**src/rtl/opsum_ppu_pkg.sv**
```systemverilog
// Shared constants and state encoding for the opsum post-processing unit.
// Saturation bounds are plain ints so each user can size them to its own accumulator.
package ppu_pkg;

    localparam int DATA_BITS = 32;
    localparam int SHIFT_W   = 5;
    localparam int SAT_MAX   = 127;
    localparam int SAT_MIN   = -128;

    localparam logic [7:0] OFFSET = 8'h80;

    typedef enum logic [1:0] {
        ST_IDLE  = 2'd0,
        ST_RUN   = 2'd1,
        ST_DRAIN = 2'd2
    } state_t;

endpackage

```
**src/rtl/opsum_ppu_word_fifo.sv**
```systemverilog
// Small in-order synchronous FIFO carrying packed words plus their last flag.
// Storage is not reset; the read port reads as zero whenever the FIFO is empty.
module word_fifo #(
    parameter int DEPTH = 2,
    parameter int WIDTH = 33,
    parameter int CW    = $clog2(DEPTH + 1)
) (
    input  logic             clk,
    input  logic             i_rst_n,
    input  logic             i_push,
    input  logic [WIDTH-1:0] i_data,
    input  logic             i_pop,
    output logic [WIDTH-1:0] o_data,
    output logic [CW-1:0]    o_count
);

    localparam int PW = (DEPTH > 1) ? $clog2(DEPTH) : 1;

    logic [WIDTH-1:0] r_mem [DEPTH];
    logic [PW-1:0]    r_wr;
    logic [PW-1:0]    r_rd;
    logic [CW-1:0]    r_count;
    logic             w_do_push;
    logic             w_do_pop;

    // A pop frees its slot in the same edge, so a push into a full FIFO is legal then.
    assign w_do_pop  = i_pop && (r_count != '0);
    assign w_do_push = i_push && ((r_count < CW'(DEPTH)) || w_do_pop);

    function automatic logic [PW-1:0] ptr_inc(input logic [PW-1:0] p);
        return (p == PW'(DEPTH - 1)) ? '0 : p + PW'(1);
    endfunction

    always_ff @(posedge clk) begin
        if (w_do_push) begin
            r_mem[r_wr] <= i_data;
        end
    end

    always_ff @(posedge clk or negedge i_rst_n) begin
        if (!i_rst_n) begin
            r_wr    <= '0;
            r_rd    <= '0;
            r_count <= '0;
        end else begin
            if (w_do_push) begin
                r_wr <= ptr_inc(r_wr);
            end
            if (w_do_pop) begin
                r_rd <= ptr_inc(r_rd);
            end
            case ({w_do_push, w_do_pop})
                2'b10:   r_count <= r_count + CW'(1);
                2'b01:   r_count <= r_count - CW'(1);
                default: r_count <= r_count;
            endcase
        end
    end

    assign o_data  = (r_count != '0) ? r_mem[r_rd] : '0;
    assign o_count = r_count;

endmodule

```
**src/rtl/opsum_ppu.sv**
```systemverilog
// Opsum post-processing: rounded shift, optional ReLU, int8 saturation, offset-binary
// conversion and four-lane packing into a small output FIFO.
module opsum_ppu
    import ppu_pkg::*;
#(
    parameter int DATA_BITS  = ppu_pkg::DATA_BITS,
    parameter int FIFO_DEPTH = 2
) (
    input  logic                 clk,
    input  logic                 rst,
    input  logic                 start,
    input  logic [SHIFT_W-1:0]   cfg_shift,
    input  logic                 cfg_relu,
    input  logic [DATA_BITS-1:0] opsum,
    input  logic                 opsum_valid,
    input  logic                 opsum_last,
    output logic                 opsum_ready,
    output logic [DATA_BITS-1:0] out_data,
    output logic                 out_valid,
    output logic                 out_last,
    input  logic                 out_ready,
    output logic                 done
);

    localparam int AW    = DATA_BITS + 2;
    localparam int LANES = DATA_BITS / 8;
    localparam int NW    = (LANES > 1) ? $clog2(LANES) : 1;
    localparam int CW    = $clog2(FIFO_DEPTH + 1);

    localparam logic signed [AW-1:0] W_MAX = AW'(SAT_MAX);
    localparam logic signed [AW-1:0] W_MIN = AW'(SAT_MIN);

    state_t                 r_state;
    state_t                 w_state_nxt;
    logic [SHIFT_W-1:0]     r_shift;
    logic                   r_relu;
    logic [NW-1:0]          r_cnt;
    logic [DATA_BITS-1:0]   r_pack;
    logic [DATA_BITS-1:0]   w_word;
    logic [7:0]             w_byte;
    logic                   w_accept;
    logic                   w_push;
    logic [CW-1:0]          w_count;
    logic [DATA_BITS:0]     w_fifo_out;

    function automatic logic signed [AW-1:0] round_shift(
        input logic [DATA_BITS-1:0] v,
        input logic [SHIFT_W-1:0]   sh
    );
        logic signed [AW-1:0] r;
        logic signed [AW-1:0] one;
        one = AW'(1);
        r   = {{2{v[DATA_BITS-1]}}, v};
        if (sh != '0) begin
            r = r + (one <<< (sh - SHIFT_W'(1)));
        end
        return r >>> sh;
    endfunction

    function automatic logic [7:0] relu_sat_u8(
        input logic signed [AW-1:0] v,
        input logic                 relu
    );
        logic signed [AW-1:0] r;
        r = v;
        if (relu && (r < 0)) begin
            r = '0;
        end
        if (r > W_MAX) begin
            r = W_MAX;
        end else if (r < W_MIN) begin
            r = W_MIN;
        end
        return r[7:0] ^ OFFSET;
    endfunction

    // Ready depends only on registered state and the pre-edge FIFO count.
    assign opsum_ready = (r_state == ST_RUN) && (w_count < CW'(FIFO_DEPTH));
    assign w_accept    = opsum_valid && opsum_ready;
    assign w_byte      = relu_sat_u8(round_shift(opsum, r_shift), r_relu);
    assign w_push      = w_accept && ((r_cnt == NW'(LANES - 1)) || opsum_last);

    always_comb begin
        w_word = r_pack;
        w_word[8*r_cnt +: 8] = w_byte;
    end

    always_ff @(posedge clk or negedge rst) begin
        if (!rst) begin
            r_state <= ST_IDLE;
        end else begin
            r_state <= w_state_nxt;
        end
    end

    always_comb begin
        w_state_nxt = r_state;
        done        = 1'b0;
        case (r_state)
            ST_IDLE: begin
                if (start) begin
                    w_state_nxt = ST_RUN;
                end
            end
            ST_RUN: begin
                if (w_accept && opsum_last) begin
                    w_state_nxt = ST_DRAIN;
                end
            end
            ST_DRAIN: begin
                if (w_count == '0) begin
                    w_state_nxt = ST_IDLE;
                    done        = 1'b1;
                end
            end
            default: w_state_nxt = ST_IDLE;
        endcase
    end

    always_ff @(posedge clk or negedge rst) begin
        if (!rst) begin
            r_shift <= '0;
            r_relu  <= 1'b0;
            r_cnt   <= '0;
            r_pack  <= '0;
        end else if ((r_state == ST_IDLE) && start) begin
            r_shift <= cfg_shift;
            r_relu  <= cfg_relu;
            r_cnt   <= '0;
            r_pack  <= '0;
        end else if (w_accept) begin
            if (w_push) begin
                r_cnt  <= '0;
                r_pack <= '0;
            end else begin
                r_cnt  <= r_cnt + NW'(1);
                r_pack <= w_word;
            end
        end
    end

    word_fifo #(
        .DEPTH (FIFO_DEPTH),
        .WIDTH (DATA_BITS + 1),
        .CW    (CW)
    ) u_fifo (
        .clk     (clk),
        .i_rst_n (rst),
        .i_push  (w_push),
        .i_data  ({opsum_last, w_word}),
        .i_pop   (out_ready),
        .o_data  (w_fifo_out),
        .o_count (w_count)
    );

    assign out_valid = (w_count != '0);
    assign out_data  = w_fifo_out[DATA_BITS-1:0];
    assign out_last  = w_fifo_out[DATA_BITS];

endmodule

```
**config.mk**
```make
export PLATFORM = sky130hd
export DESIGN_NAME = opsum_ppu
export DESIGN_NICKNAME = d
export VERILOG_FILES = /design/src/rtl/opsum_ppu_pkg.sv /design/src/rtl/opsum_ppu_word_fifo.sv /design/src/rtl/opsum_ppu.sv
export SDC_FILE = /design/constraint.sdc
export NUM_CORES = 1
export LEC_CHECK = 0
export CAP_MARGIN = 10
export CORE_MARGIN = 2
export CORE_UTILIZATION = 40
export CTS_BUF_LIST = sky130_fd_sc_hd__clkbuf_16
export DETAILED_ROUTE_END_ITERATION = 16
export SYNTH_ARGS = -nofsm -noshare
export SYNTH_HDL_FRONTEND = slang
export SYNTH_SLANG_ARGS = --single-unit
```
**constraint.sdc**
```tcl
create_clock -name clk -period 12.8 [get_ports clk]
set_clock_uncertainty 0.1 [all_clocks]
set_input_delay 3.84 -clock clk [delete_from_list [all_inputs] [get_ports clk]]
set_output_delay 3.84 -clock clk [all_outputs]
set_load 0.02 [all_outputs]
```
Word level (Yosys, flattened, before mapping)
Memories as Yosys holds them, arrays and structs flattened.
Cells that the tools add are included.

storage, ports and cells
  register bits after elaboration = 46
  RAM bits = 66
  output and inout port bits = 36
  logic and storage cells = 74
  memories = 1

cells by class
  add/sub/neg operators = 8
  $lt $le $gt $ge = 4
  equal/unequal tests = 8
  shift operators = 4
  muxes and demuxes = 23
  bitwise operators = 1
  reduce and logical (&&, ||, !) cells = 17

memories
  memory        depth  width  read ports  clocked after memory_dff  wr ports  line                       RTL
  u_fifo.r_mem  2      33     1           0                         1         opsum_ppu_word_fifo.sv:19  logic [WIDTH-1:0] r_mem [DEPTH];

operators by type and width
  kind                                                            count
  2-to-1 mux 32 bit                                               3
  2-to-1 mux 34 bit                                               2
  adder 32 x 34 -> 34 bit                                         1
  greater-than comparator 34 x 8 -> 1 bit, second input constant  1
  < comparator 34 x 1 -> 1 bit, second input constant             1
  < comparator 34 x 8 -> 1 bit, second input constant             1
  negation 5 -> 34 bit                                            1
  variable shift 8 x 34 -> 32 bit, first input constant           1
  variable part select 8 x 34 -> 32 bit                           1
  <<< shifter 2 x 5 -> 34 bit, first input constant               1
  >>> shifter 34 x 5 -> 34 bit                                    1
  2-to-1 mux 33 bit                                               1
  bitwise mux 32 bit                                              1
  2-to-1 mux 8 bit                                                2
  2-to-1 mux 2 bit                                                6
  logical AND 1 bit                                               8
  equality test 2 bit, second input constant                      3
  2-to-1 mux 1 bit                                                6
  one-hot mux 2 bit (3 select lines)                              1
  nonzero test 2 bit                                              3
  nonzero test 5 bit                                              1
  subtractor 5 x 1 -> 5 bit, second input constant                1
  adder 2 x 1 -> 2 bit, second input constant                     2
  equality test 2 x 1 -> 1 bit, second input constant             2
  other kinds (10)                                                14

Logic depth before layout (Yosys ltp)
  depth in word-level cells = 17
  depth in mapped cells = 27
  depth with buffers taken out = 18

Modules after synthesis
From an unflattened synthesis, not the netlist that was laid out.

second synthesis, totals
  cells, all modules = 1424
  area, all modules = 11322.1 um^2

by module, submodules not included
  module     times used  cells an instance  area an instance (um^2)
  opsum_ppu  1           1267               8600.7
  word_fifo  1           157                2721.4

Worst setup path before layout
No wires, ideal clock.

  kind = input port to flip-flop
  from = in opsum[0]
  to = mem u_fifo.r_mem[0][10], data pin
  library setup time = 0.306 ns
  arrival time = 7.870 ns
  data required time = 12.394 ns
  path slack = 4.525 ns
  cell stages on the path = 16
  path buffers = 1
  path through = ha_1 fa_1 a21o_1 a221o_2 a21o_1 a22o_1 or4_4 a31oi_1 a221oi_1 a2111oi_2 a21oi_1 a2111oi_2 a31oi_1 o31ai_2 buf_2 o221ai_1

between the ends
  longest elaborated chain between the ends = 12

RTL lines
  element                                  line                       RTL
  from (decl)                              opsum_ppu.sv:14            input logic [DATA_BITS-1:0] opsum,
  adder 32 x 34 -> 34 bit                  opsum_ppu.sv:55            r = r + (one <<< (sh - SHIFT_W'(1)));
  2-to-1 mux 34 bit *                      opsum_ppu.sv:54            if (sh != '0) begin
  >>> shifter 34 x 5 -> 34 bit *           opsum_ppu.sv:57            return r >>> sh;
  < comparator 34 x 1 -> 1 bit             opsum_ppu.sv:66            if (relu && (r < 0)) begin
  logical AND 1 bit                        opsum_ppu.sv:66
  2-to-1 mux 34 bit *                      opsum_ppu.sv:66
  < comparator 34 x 8 -> 1 bit             opsum_ppu.sv:71            end else if (r < W_MIN) begin
  2-to-1 mux 8 bit                         opsum_ppu.sv:71
  2-to-1 mux 8 bit *                       opsum_ppu.sv:69            if (r > W_MAX) begin
  inverter 1 bit (no source line)          -
  variable part select 8 x 34 -> 32 bit *  opsum_ppu.sv:85            w_word[8*r_cnt +: 8] = w_byte;
  bitwise mux 32 bit *                     opsum_ppu.sv:85
  net u_fifo.i_data[10]                    opsum_ppu_word_fifo.sv:11  input logic [WIDTH-1:0] i_data,
  to (decl)                                opsum_ppu_word_fifo.sv:19

The timed path passes the listed nets; every way through them passes the cells marked *.

Final worst setup path
  from = in opsum[24]
  to = mem u_fifo.r_mem[0][11], data pin

Same word-level chain as after synthesis.

==> results.cfg <==
[status]
run_status = finished, final reports clean

[yosys]
yosys-top-cells-count = sky130_fd_sc_hd__nor2_1 (154), sky130_fd_sc_hd__nand2_1 (141), sky130_fd_sc_hd__a21oi_1 (85), sky130_fd_sc_hd__o21ai_0 (85), sky130_fd_sc_hd__edfxtp_1 (66)
post_synth.cell_area_avg_um2 = 8.008
synth_ff_type = sky130_fd_sc_hd__edfxtp_1
synth.most_common_cell = sky130_fd_sc_hd__nor2_1
syn_std_cell_area_um2 = 11020
synth-warning-count = 0
netlist.top_cell.by_area = sky130_fd_sc_hd__edfxtp_1
synthDistinctLibCells = 89
ys_seq_area_share_pct = 28.43
yosys_register_bits = 112
asyncSetResetFlopFracSynth_pct = 41.07
synthTopCellsByArea = sky130_fd_sc_hd__edfxtp_1 (18%), sky130_fd_sc_hd__dfrtp_1 (10%), sky130_fd_sc_hd__mux2i_1 (5.5%)
synth_top_area_share_pct = 17.99
synth_cells = 1376
synth_enable_flop_cells = 66
mappedNetlistNets = 1460

[clocking]
clock_sinks = 112
cts_root_buffer = sky130_fd_sc_hd__clkbuf_16
cts.path.max_buffers = 2
ctsHoldBuffers = 0
cts_resized = 0
cts_max_level = 3
clk-insertion-delay-late_ns = 0.35
clock_buffers_created_by_tritoncts = 9
cts_tree = yes
path_clk_slew_ns = 0.08
post_cts_buffers = 0

[floorplan]
width_of_the_die_um = 170.0
core_area_um2 = 27030
die_area_um2 = 28890
die_h_um = 170.0
num_io_pins = 80
floorplan.initialDensity_pct = 40.77
placement_rows = 60

[route]
wirelength_um = 40630
avgRoutedWirePerCell_um = 23.46
route.detailed.vias_per_inst = 6.681
drt_pre_antenna_iters = 8
drt_iter0_drc = 1468
number_of_design_rule_violations_left_after_detail_routing = 0
routed-via-count = 11570
drtAntennaViolNets = 0

[finish]
fillerInstances = 2697
finished_layout_cell_area_um2 = 12260
flip_flop_and_latch_area_um2 = 3136
multiInputGateArea_um2 = 7397
final_cell_count_no_fill = 1732
n_antenna_cell = 0
finalCoreUtilization_pct = 45.38
area_delta_synth_final_pct = 11.30
design.final.nets = 1470
drive_gt1_share_pct = 5.464

[power_and_ir_drop]
vdd_drop_max_mv = 0.1075
leakage_power_summed_over_all_cells_uw = 0.004545
power.density_nw_per_um2 = 238.6

[worst_setup_path]
worstPathMaxFanout = 12
endpoint_kind = flip-flop
crit_path_top_delay_cell = sky130_fd_sc_hd__nor2_1
worst_path_dominant_cell_family = compound AO/OA/AOI/OAI gates
worst_r2r_startpoint = r_shift[0]$_DFFE_PN0P_
path_common_cell = sky130_fd_sc_hd__a21oi_1
cp_cell_sequence = clkdlybuf4s50_1 > ha_1 > a21oi_1 > o21ai_0 > a21oi_1 > o221ai_1 > nor2_1 > a221oi_1 > a2111oi_0 > a21oi_1 > o2111ai_2 > nor2_1 > a31oi_1 > o221ai_1
startpoint_type = primary input
timing.critical_path.required_ns = 12.74
crit_arrival_ns = 9.71
setup.worst_path.start = opsum[24]
cpPeakStageDelay_ns = 0.81
critical_path_class = in2reg
sum_of_buffers_and_inverters_on_the_critical_path = 1

[placed_design]
pre_cts_ws_ns = 2.915
gp_congestion = 0.9768
placement.io_buffers = 79
placed_cells = 1716
detailedPlacementHpwl_um = 29770
placedInstanceArea_um2 = 11980

[sta]
tightest_slew_ns = 1.066
unrepaired_setup_endpoints_after_global_routing = false
finalMaxSlewViolations = 0
min_cycle_time_layout_ns = 9.774
final-setup-viol-count = 0
final-hold-violation-count = 0
timing.final.ws_setup_ns = 3.026
worst_slew_margin_rel_pct = 28.96
fmaxAchievable_ghz = 0.1023
timing.final.crit_share_pct = 76.36
totalNegativeSetupSlack_ns = 0

[global_routing]
first_global_vias = 10650
pin_count_of_the_biggest_net_entering_global_routing = 67
grtUsageTotal_pct = 27.66
remaining_global_route_overflow = 0
grt_antenna_before_repair = 0
grt_pass1_wl_um = 62270

[flow_run]
drv_cap = 0

[hold_path]
timing.hold.worst.start = r_pack[30]$_DFFE_PN0P_
hold_class = reg2reg
-- worst register-to-register path, stage by stage, from the launching register on --
cell	delay [ns]
sky130_fd_sc_hd__dfrtp_1	0.32
sky130_fd_sc_hd__buf_4	0.51
sky130_fd_sc_hd__clkinv_1	0.54
sky130_fd_sc_hd__buf_4	0.41
sky130_fd_sc_hd__nand2_1	0.68
sky130_fd_sc_hd__nor3_1	0.10
sky130_fd_sc_hd__ha_1	0.61
sky130_fd_sc_hd__nand4_1	0.27
sky130_fd_sc_hd__or2_2	0.36
sky130_fd_sc_hd__nor3_1	0.31
sky130_fd_sc_hd__a21oi_1	0.19
sky130_fd_sc_hd__mux2i_1	0.25
sky130_fd_sc_hd__nor2_1	0.78
sky130_fd_sc_hd__a221oi_1	0.35
sky130_fd_sc_hd__a2111oi_0	0.53
sky130_fd_sc_hd__a21oi_1	0.21
sky130_fd_sc_hd__o2111ai_2	0.49
sky130_fd_sc_hd__nor2_1	0.10
sky130_fd_sc_hd__a31oi_1	0.60
sky130_fd_sc_hd__o221ai_1	0.29
-- worst paths after layout --
path	to	cells past startpoint	slack [ns]
worst max-delay path	u_fifo.r_mem[0][11]$_DFFE_PP_	14	3.03
worst min-delay path	r_pack[30]$_DFFE_PN0P_	1	0.39
worst max register to register	u_fifo.r_mem[0][11]$_DFFE_PP_	19	4.48
worst min register to register	r_pack[30]$_DFFE_PN0P_	1	0.39
max in group asynchronous	u_fifo.r_rd$_DFFE_PN0P_	2	8.63
min in group asynchronous	r_pack[15]$_DFFE_PN0P_	2	3.48
-- cells in the final DEF, fill, tap and decap left out, types with 12 or more instances in the layout --
| master | n |
|---|---|
| sky130_fd_sc_hd__nor2_1 | 151 |
| sky130_fd_sc_hd__and2_1 | 39 |
| sky130_fd_sc_hd__clkdlybuf4s50_1 | 78 |
| sky130_fd_sc_hd__buf_4 | 21 |
| sky130_fd_sc_hd__o21a_1 | 12 |
| sky130_fd_sc_hd__nand2b_1 | 35 |
| sky130_fd_sc_hd__o21ai_0 | 85 |
| sky130_fd_sc_hd__dfrtp_1 | 44 |
| sky130_fd_sc_hd__nor3_1 | 47 |
| sky130_fd_sc_hd__o211ai_1 | 24 |
| sky130_fd_sc_hd__a211oi_1 | 27 |
| sky130_fd_sc_hd__and3_1 | 12 |
| sky130_fd_sc_hd__a21oi_1 | 85 |
| sky130_fd_sc_hd__xnor2_1 | 12 |
| sky130_fd_sc_hd__ha_1 | 39 |
| sky130_fd_sc_hd__nand4_1 | 24 |
| sky130_fd_sc_hd__nand3_1 | 29 |
| sky130_fd_sc_hd__xor2_1 | 13 |
| sky130_fd_sc_hd__a22oi_1 | 26 |
| sky130_fd_sc_hd__nand2_1 | 141 |
| sky130_fd_sc_hd__mux2i_1 | 61 |
| sky130_fd_sc_hd__inv_1 | 18 |
| sky130_fd_sc_hd__a21o_1 | 17 |
| sky130_fd_sc_hd__o221ai_1 | 39 |
| sky130_fd_sc_hd__a31oi_1 | 22 |
| sky130_fd_sc_hd__o22ai_1 | 13 |
| sky130_fd_sc_hd__edfxtp_1 | 66 |
-- where the power goes --
part           internal [µW]  switching [µW]  leakage [µW]
sequential               441            51.7       0.00125
clock                    134             131      0.000133
combinational            713            1450       0.00316
total                   1290            1640       0.00454
-- cells by family (layout without fill, tap and decap cells) --
logic type	after synthesis	count (layout)	synth area share, %
multiplexers	68	68	6.461
AND/OR/NAND/NOR	531	531	23.20
XOR/XNOR	25	25	1.987
adder cells (fa/ha/maj)	40	40	4.610
AO/OA/AOI/OAI	478	478	30.68
flip-flops	112	112	28.43
buffers and inverters	122	137	4.633
-- through the flow --
step           hold WS (ns)  total power, µW
6_report             0.3890             2926
2_1_floorplan        0.3547             1906
3_3_place_gp         0.3693             2603
5_1_grt              0.4211             3099
4_1_cts              0.3936             2873
3_5_place_dp         0.3737             2602
-- layer usage --
layer  part of all wire (%)  GRT usage [%]  wire [µm]  vias to the layer above
met1                     45          41.02      18480                     5521
met4                    2.0          5.983        803                        0
met5                      0              0          0                        -
li1                       -              -          -                     5316
met3                     10          6.209       4190                       61
met2                     42          40.89      17160                      673
-- registers in the layout, summed over array words and instances, names as in the netlist --
signal          flops
u_fifo.r_mem       66
r_pack             32
r_shift             5
r_cnt               2
r_state             2
u_fifo.o_count      2
r_relu              1
u_fifo.r_rd         1
u_fifo.r_wr         1
-- cell type report --
class | instances | area share (%)
Timing Repair Buffer | 100 | 7.692
Tap cell | 341 | 3.479
Sequential cell | 112 | 25.57
Clock buffer | 9 | 1.836
Inverter | 21 | 0.6427
Clock inverter | 7 | 0.4693
Multi-Input combinational cell | 1142 | 60.31
(Power assumes the default switching activity.)
